[config.mk]
export PLATFORM = sky130hd
export DESIGN_NAME = btn_event_arbiter
export DESIGN_NICKNAME = d
export VERILOG_FILES = /design/src/rtl/btn_event_arbiter.sv
export SDC_FILE = /design/constraint.sdc
export NUM_CORES = 1
export LEC_CHECK = 0
export ABC_AREA = 1
export CAP_MARGIN = 20
export CORE_AREA = 2 2 89 91
export DETAILED_ROUTE_END_ITERATION = 10
export DIE_AREA = 0 0 91 93
export SLEW_MARGIN = 40
export SYNTH_ARGS = -nofsm -noshare
export SYNTH_HDL_FRONTEND = slang
export SYNTH_SLANG_ARGS = --single-unit
[constraint.sdc]
create_clock -name clk -period 4.5 [get_ports clk]
set_clock_uncertainty 0.2 [all_clocks]
set_input_delay 1.35 -clock clk [delete_from_list [all_inputs] [get_ports clk]]
set_output_delay 1.35 -clock clk [all_outputs]
set_load 0.005 [all_outputs]
[src/rtl/btn_event_arbiter.sv]
`default_nettype none
// +----------------------------------------------------------------------------+
// | Module   : btn_event_arbiter                                               |
// | Brief    : Four-channel button press classifier (short/long) with a        |
// |            round-robin single-event output port and sticky overflow flags. |
// | Revision : 1.0                                                             |
// +----------------------------------------------------------------------------+
module btn_event_arbiter #(
  parameter int unsigned N          = 13,
  parameter logic [7:0]  LONG_TICKS = 8'd100
) (
  input  logic       clk,
  input  logic       reset,
  input  logic [3:0] db,
  input  logic       evt_ready,
  output logic       evt_valid,
  output logic [1:0] evt_id,
  output logic       evt_long,
  output logic [3:0] ovf
);

  typedef enum logic [0:0] {
    S_IDLE  = 1'b0,
    S_OFFER = 1'b1
  } state_t;

  localparam logic [7:0] C_HOLD_MAX = 8'hFF;

  state_t          r_state;
  state_t          w_state_nxt;
  logic [N-1:0]    r_presc;
  logic            w_tick;
  logic [3:0]      r_db_d;
  logic [3:0]      w_rise;
  logic [3:0]      w_fall;
  logic [3:0]      r_pending;
  logic [3:0]      r_long;
  logic [3:0]      w_grant_vec;
  logic [3:0][7:0] r_hold_cnt;
  logic [1:0]      r_last_grant;
  logic [1:0]      w_grant_id;
  logic            w_any_pending;
  logic            w_grant;
  logic            w_accept;

  always_ff @(posedge clk) begin
    if (reset) begin
      r_presc <= '0;
    end else begin
      r_presc <= r_presc + N'(1);
    end
  end

  assign w_tick        = &r_presc;
  assign w_rise        = db & ~r_db_d;
  assign w_fall        = ~db & r_db_d;
  assign w_any_pending = |r_pending;
  assign evt_valid     = (r_state == S_OFFER);

  // A fall on the channel being granted this cycle re-arms pending without
  // counting as a lost press; the grant consumes the older press.
  always_ff @(posedge clk) begin
    if (reset) begin
      r_db_d     <= '0;
      r_pending  <= '0;
      r_long     <= '0;
      ovf        <= '0;
      r_hold_cnt <= '0;
    end else begin
      r_db_d <= db;
      for (int i = 0; i < 4; i++) begin
        if (w_rise[i]) begin
          r_hold_cnt[i] <= '0;
        end else if (w_tick && db[i] && (r_hold_cnt[i] != C_HOLD_MAX)) begin
          r_hold_cnt[i] <= r_hold_cnt[i] + 8'd1;
        end

        if (w_fall[i]) begin
          r_pending[i] <= 1'b1;
          r_long[i]    <= (r_hold_cnt[i] >= LONG_TICKS);
          if (r_pending[i] && !w_grant_vec[i]) begin
            ovf[i] <= 1'b1;
          end
        end else if (w_grant_vec[i]) begin
          r_pending[i] <= 1'b0;
        end
      end
    end
  end

  // Scan downward so the candidate closest to last_grant+1 wins.
  always_comb begin
    w_grant_id = r_last_grant + 2'd1;
    for (int k = 3; k >= 0; k--) begin
      if (r_pending[r_last_grant + 2'(k + 1)]) begin
        w_grant_id = r_last_grant + 2'(k + 1);
      end
    end
  end

  always_comb begin
    w_grant_vec = '0;
    if (w_grant) begin
      w_grant_vec[w_grant_id] = 1'b1;
    end
  end

  always_comb begin
    w_state_nxt = r_state;
    w_grant     = 1'b0;
    w_accept    = 1'b0;
    case (r_state)
      S_IDLE: begin
        if (w_any_pending) begin
          w_grant     = 1'b1;
          w_state_nxt = S_OFFER;
        end
      end
      S_OFFER: begin
        if (evt_ready) begin
          w_accept    = 1'b1;
          w_state_nxt = S_IDLE;
        end
      end
      default: w_state_nxt = S_IDLE;
    endcase
  end

  always_ff @(posedge clk) begin
    if (reset) begin
      r_state      <= S_IDLE;
      evt_id       <= '0;
      evt_long     <= 1'b0;
      r_last_grant <= 2'd3;
    end else begin
      r_state <= w_state_nxt;
      if (w_grant) begin
        evt_id   <= w_grant_id;
        evt_long <= r_long[w_grant_id];
      end
      if (w_accept) begin
        r_last_grant <= evt_id;
      end
    end
  end

endmodule
`default_nettype wire
==> results of run 1 <==
==> state kept, by name (all words and copies together) (netlist names), 2 cells and up <==
signal / count
r_last_grant: 2
r_hold_cnt: 32
evt_id: 2
r_pending: 4
r_db_d: 4
r_long: 4
r_presc: 13
ovf: 4
==> cells by family after synthesis <==
group	after synthesis	synth area share
buffers and inverters	89	0.1036
xor gates and xnor gates	8	0.02125
adders and majority gates	9	0.03416
AOI/OAI and AO/OA	89	0.1491
and+or+nand+nor	185	0.2850
DFF	67	0.4068
==> cell type report <==
class / instances / area, sq um
inverter: 85 / 325.3
timing repair buffer: 16 / 155.1
clock buffer: 11 / 141.4
tap: 102 / 127.6
sequential: 67 / 1341
clock inverter: 5 / 100.1
multi-input combinational: 291 / 1614
fill: 750 / 3722
==> final timing paths <==
kind,startpoint,to,depth (start not counted)
worst max-delay path,reset,r_hold_cnt[30]$_SDFFE_PP0P_,5
worst min-delay path,ovf[2]$_SDFFE_PP0P_,ovf[2]$_SDFFE_PP0P_,2
worst max register to register,r_presc[0]$_SDFF_PP0_,r_hold_cnt[22]$_SDFFE_PP0P_,10
worst min register to register,ovf[2]$_SDFFE_PP0P_,ovf[2]$_SDFFE_PP0P_,2
==> power groups by stage <==
stage | Clock [W] | Sequential [W] | Combinational, W
2_1_floorplan | 0 | 0.000632 | 0.0000861
3_3_place_gp | 0 | 0.000636 | 0.000126
3_5_place_dp | 0 | 0.000636 | 0.000127
4_1_cts | 0.000621 | 0.000622 | 0.000127
5_1_grt | 0.000648 | 0.000624 | 0.000146
6_report | 0.000606 | 0.000622 | 0.000126
==> placed cells by master (no fill, tap or decap), types with 4 or more instances in the layout <==
master           count
a21oi_1             44
a31oi_1              4
clkbuf_8            10
clkdlybuf4s50_1     14
dfxtp_1             67
ha_1                 9
inv_1               80
nand2_1             79
nand3_1             34
nand3b_1             5
nand4_1              8
nor2_1              26
nor3_1              13
o211ai_1             4
o21ai_0             23
o21ai_1              4
xor2_1               7
==> worst min-delay path, cell delays in order (launching register included) <==
cell and delay (ns):
dfxtp_1 0.31, inv_1 0.04, a21oi_1 0.05
==> metrics by stage <==
stage | hold slack, ns | util | total power [W] | setup WS [ns]
2_1_floorplan | 0.2175 | - | 0.0007185 | 2.106
3_3_place_gp | 0.2341 | 0.4734 | 0.0007614 | 1.297
3_5_place_dp | 0.2402 | 0.4734 | 0.0007624 | 1.280
4_1_cts | 0.2518 | 0.5055 | 0.001371 | 1.657
5_1_grt | 0.2802 | 0.5055 | 0.001418 | 1.503
6_report | 0.2491 | 0.5055 | 0.001354 | 1.646
==> per-layer routing <==
metal / wire, um / global-route usage / vias up
li1: - / - / 1509
met1: 3327 / 0.2153 / 1233
met2: 2794 / 0.2549 / 30
met3: 144 / 0.02981 / 10
met4: 138 / 0.09091 / 0
met5: 0 / 0 / -
==> impl_metrics.csv, run 1 <==
group,metric,value,unit
power,power_frac_comb,0.093,
timing,min_period,2.854,ns
logic_synthesis,synth_edf_count,0,
timing,fin_crit_sh,0.6342,
drt,ant_nets,0,
global_route,antenna_found_initial,0,
die,dieArea,8463,sq um
timing,finalHoldViolations,0,
setup_path,regToRegSetupSlack,2.25,ns
clocking,clock-sinks,67,
finish,layout.cells.non_filler,577,
logic_synthesis,synth_top_cell_by_area,"dfxtp_1",
timing,fmax,350.4,MHz
setup_path,critical_path.top_delay_family,"buffers and inverters",
setup_path,cp.arrival,2.85,ns
die,core,7527,sq um
timing,maxSlewViolCount,0,
drt,wirelength,6404,um
power,cellPowerDensity,355.8,nW/um^2
finish,nNetsFinal,486,
timing,tightest_slew,0.6431,ns
power,p_seq_frac,0.460,
power,peakVddDrop,0.1779,mV
setup_path,cp-end-kind,"flop",
logic_synthesis,syn-cell-area,3297,sq um
clocking,insertion_delay,0.34,ns
die,die_h,93,um
clocking,hold_buffers,0,
logic_synthesis,ys_ff_latch,67,
setup_path,crit_fanout,18,
placement,dpl_cell_area,3563,sq um
timing,grt_setup_unrepaired,"false",
finish,drive_gt1_frac,0.07789,
logic_synthesis,ys_types,40,
setup_path,critPathSlowestCell,"clkdlybuf4s50_1",
drt,viasPerCell,4.821,
global_route,grt_start_max_net_pins,19,
logic_synthesis,ys_seq_area_frac,0.4068,
power,p_leak,1.495,nW
setup_path,crit_path_cell_trace,"clkdlybuf4s50_1 -> inv_1 -> buf_4 -> o21ai_1 -> a21oi_1",
placement,portBuffers,14,
clocking,postCtsSetupBuffers,0,
power,p_sw_frac,0.2322,
logic_synthesis,synth.most_common_cell,"inv_1",
setup_path,path_class,"input port to flop",
clocking,clockBufferDepth,2,
die,pin_count,15,
drt,drc,0,
finish,fin_area,3805,sq um
global_route,grt_overflow,0,
logic_synthesis,synth-main-ff-cell,"dfxtp_1",
clocking,cts.clk_slew.worst_paths,0.07,ns
logic_synthesis,syn_inst,447,
timing,setup_viol,0,
die,initial_utilization,0.4380,
setup_path,slowest_delay,0.74,ns
global_route,grtUsageTotal,0.1638,
logic_synthesis,synth_top_area_share,0.4068,
clocking,cts_made_buffers,9,
outcome,run_status,"finished clean",
placement,dp_hpwl,4797,um
power,switchingPower,0.0003144,W
finish,area_growth,15.41,%
logic_synthesis,ys_warn_count,0,
placement,dp_cells,561,
clocking,cts-root-buf,"clkbuf_8",
drt,drt_first_iter_violations,119,
setup_path,critPathLaunchType,"input port",
logic_synthesis,avgSynthCellArea,7.376,sq um
timing,setup_tns,0,ns
setup_path,worst-path-buf-inv,3,
min_path,hold_class,"flop to flop",
logic_synthesis,netlist_top_cells_count,"80 x inv_1, 79 x nand2_1, 67 x dfxtp_1",
drt,num_vias,2782,
placement,gp_congestion,0.7654,
run,cap_violations,0,
finish,num_antenna_cells,0,
die,rows,32,
power,p_int,0.001040,W
clocking,cts_tree,"built",
power,clockPowerShare,0.448,
drt,wl_per_cell,11.10,um
timing,relSlewSlack,0.5684,
clocking,post_cts_resized,0,
global_route,grt_pass1_vias,2583,
clocking,htreeDepth,3,
logic_synthesis,synth_fp_nets,463,
logic_synthesis,async_flop_share,0,
drt,drt-pass1-iter-count,4,
global_route,grt_pass1_wl,11240,um
setup_path,cp.required,4.49,ns
die,dieWidth,91,um
logic_synthesis,synth.area.top_cells,"dfxtp_1 41%, inv_1 9.1%, nand2_1 9.0%",
Note: power is estimated with default switching activity, not from simulation.
==> inputs of run 2 (changes only) <==
- clock period: 4.5 -> 2.6 ns (I/O delays scaled with it)
==> run 2 against run 1 <==
  * Highest routed layer unchanged
  * Critical path depth up 5
  * Clock power up 61%
  * Final cell count up 0.52%
  * Count of clock-buffer cells in the layout unchanged
  * Non-clock buffer count up 3
  * Core utilization up 0.10 points
  * Largest power group unchanged
==> impl_metrics.csv, run 2 (synthesized netlist as in run 1, its figures left out) <==
group,metric,value,unit
outcome,run_status,"finished clean",
timing,fmax,452.9,MHz
timing,relSlewSlack,0.6179,
global_route,grt_pass1_vias,2567,
drt,viasPerCell,4.893,
drt,ant_nets,0,
setup_path,crit_fanout,6,
global_route,grt_overflow,0,
drt,wl_per_cell,10.99,um
timing,finalHoldViolations,0,
timing,min_period,2.208,ns
finish,layout.cells.non_filler,580,
finish,area_growth,15.64,%
setup_path,critPathLaunchType,"flop",
power,clockPowerShare,0.429,
drt,drt-pass1-iter-count,4,
global_route,grt_start_max_net_pins,14,
min_path,hold_class,"flop to flop",
setup_path,worst-path-buf-inv,0,
finish,final_common_cell,"inv_1",
drt,wirelength,6376,um
clocking,cts_made_buffers,9,
power,cellPowerDensity,596.8,nW/um^2
global_route,grt_pass1_wl,11340,um
power,switchingPower,0.0005457,W
setup_path,critical_path.top_delay_family,"simple AND/OR/NAND/NOR gates",
timing,setup_viol,0,
die,initial_utilization,0.4380,
power,p_seq_frac,0.474,
setup_path,cp.arrival,2.23,ns
clocking,cts_tree,"built",
clocking,cts-root-buf,"clkbuf_8",
clocking,clock-sinks,67,
timing,grt_setup_unrepaired,"false",
finish,nNetsFinal,489,
timing,tightest_slew,0.5711,ns
die,die_h,93,um
die,pin_count,15,
finish,top_register,"r_hold_cnt",
placement,dp_hpwl,4743,um
power,peakVddDrop,0.3721,mV
drt,drt_first_iter_violations,88,
clocking,htreeDepth,3,
run,cap_violations,0,
die,dieWidth,91,um
placement,pre_cts_slack,0.1513,ns
timing,setup_tns,0,ns
setup_path,path_class,"flop to flop",
finish,fill_cells,770,
clocking,insertion_delay,0.34,ns
timing,fin_crit_sh,0.8492,
drt,num_vias,2838,
finish,largest_register_ffs,32,
setup_path,crit_top_cell,"nand2_2",
power,p_int,0.001729,W
setup_path,critPathSlowestCell,"dfxtp_1",
finish,utilization,0.5065,
clocking,clockBufferDepth,2,
timing,fin_ws,0.3921,ns
clocking,cts.clk_slew.worst_paths,0.07,ns
power,power_frac_comb,0.098,
clocking,postCtsSetupBuffers,0,
die,dieArea,8463,sq um
clocking,post_cts_resized,0,
die,core,7527,sq um
global_route,grtUsageTotal,0.1629,
setup_path,cp-end-kind,"flop",
clocking,hold_buffers,0,
finish,num_antenna_cells,0,
global_route,antenna_found_initial,0,
finish,largestRegisters,"r_hold_cnt (32), r_presc (13)",
timing,maxSlewViolCount,0,
setup_path,slowest_delay,0.36,ns
drt,drc,0,
finish,drive_gt1_frac,0.08577,
placement,dp_cells,564,
finish,mostFrequentLayoutCells,"80 x inv_1, 79 x nand2_1, 67 x dfxtp_1",
die,rows,32,
power,p_sw_frac,0.2399,
timing,whs,0.2511,ns
placement,gp_congestion,0.8280,
setup_path,crit_path_cell_trace,"ha_1 -> nand3_2 -> nor2_2 -> nand2_2 -> nor3_4 -> nand2_2 -> nor2_8 -> nand3_1 -> nor3_2 -> a21oi_1",
placement,portBuffers,14,
setup_path,cp.required,2.62,ns
power,p_leak,1.506,nW
## run 2: tightest hold or removal path, cell delays in order, from the launching register on
cell and delay [ns]:
dfxtp_1 0.31, inv_1 0.05, a21oi_1 0.05
## run 2: final timing paths
| check | start | endpoint | slack (ns) | cells past startpoint |
|---|---|---|---|---|
| min | ovf[3]$_SDFFE_PP0P_ | ovf[3]$_SDFFE_PP0P_ | 0.25 | 2 |
| max reg2reg | r_presc[0]$_SDFF_PP0_ | r_hold_cnt[22]$_SDFFE_PP0P_ | 0.39 | 10 |
| min reg2reg | ovf[3]$_SDFFE_PP0P_ | ovf[3]$_SDFFE_PP0P_ | 0.25 | 2 |
| max | r_presc[0]$_SDFF_PP0_ | r_hold_cnt[22]$_SDFFE_PP0P_ | 0.39 | 10 |
## run 2: power by group through the flow
| stage | clock, W | sequential (W) | combinational (W) |
|---|---|---|---|
| 5_1_grt | 0.00104 | 0.00108 | 0.000254 |
| 4_1_cts | 0.00100 | 0.00108 | 0.000223 |
| 3_3_place_gp | 0 | 0.00110 | 0.000218 |
| 3_5_place_dp | 0 | 0.00110 | 0.000221 |
| 6_report | 0.000975 | 0.00108 | 0.000222 |
| 2_1_floorplan | 0 | 0.00109 | 0.000149 |
## run 2: per-stage QoR
| stage | power (W) | cell area (sq um) |
|---|---|---|
| global route | 0.002380 | 3812 |
| global placement | 0.001320 | 3586 |
| CTS | 0.002302 | 3812 |
| detailed placement | 0.001323 | 3586 |
| finish | 0.002275 | 3812 |
| floorplan | 0.001244 | 3297 |
## run 2: area by class of cell
cell class,instances,area (sq um),area share
inverters,85,325.3,0.08533
flip-flops and latches,67,1341,0.3518
clock buffers,11,151.4,0.03971
well taps,102,127.6,0.03348
clock inverters,5,75.07,0.01969
repair buffers,19,177.7,0.04660
multi-input cells,291,1614,0.4234
## run 2: routing by layer
metal  global-route usage  part of all wire  vias up
li1                     -                 -     1519
met1               0.2189              0.52     1287
met2               0.2593              0.44       28
met3              0.02901             0.031        4
met4              0.06818            0.0072        0
met5                    0                 0        -
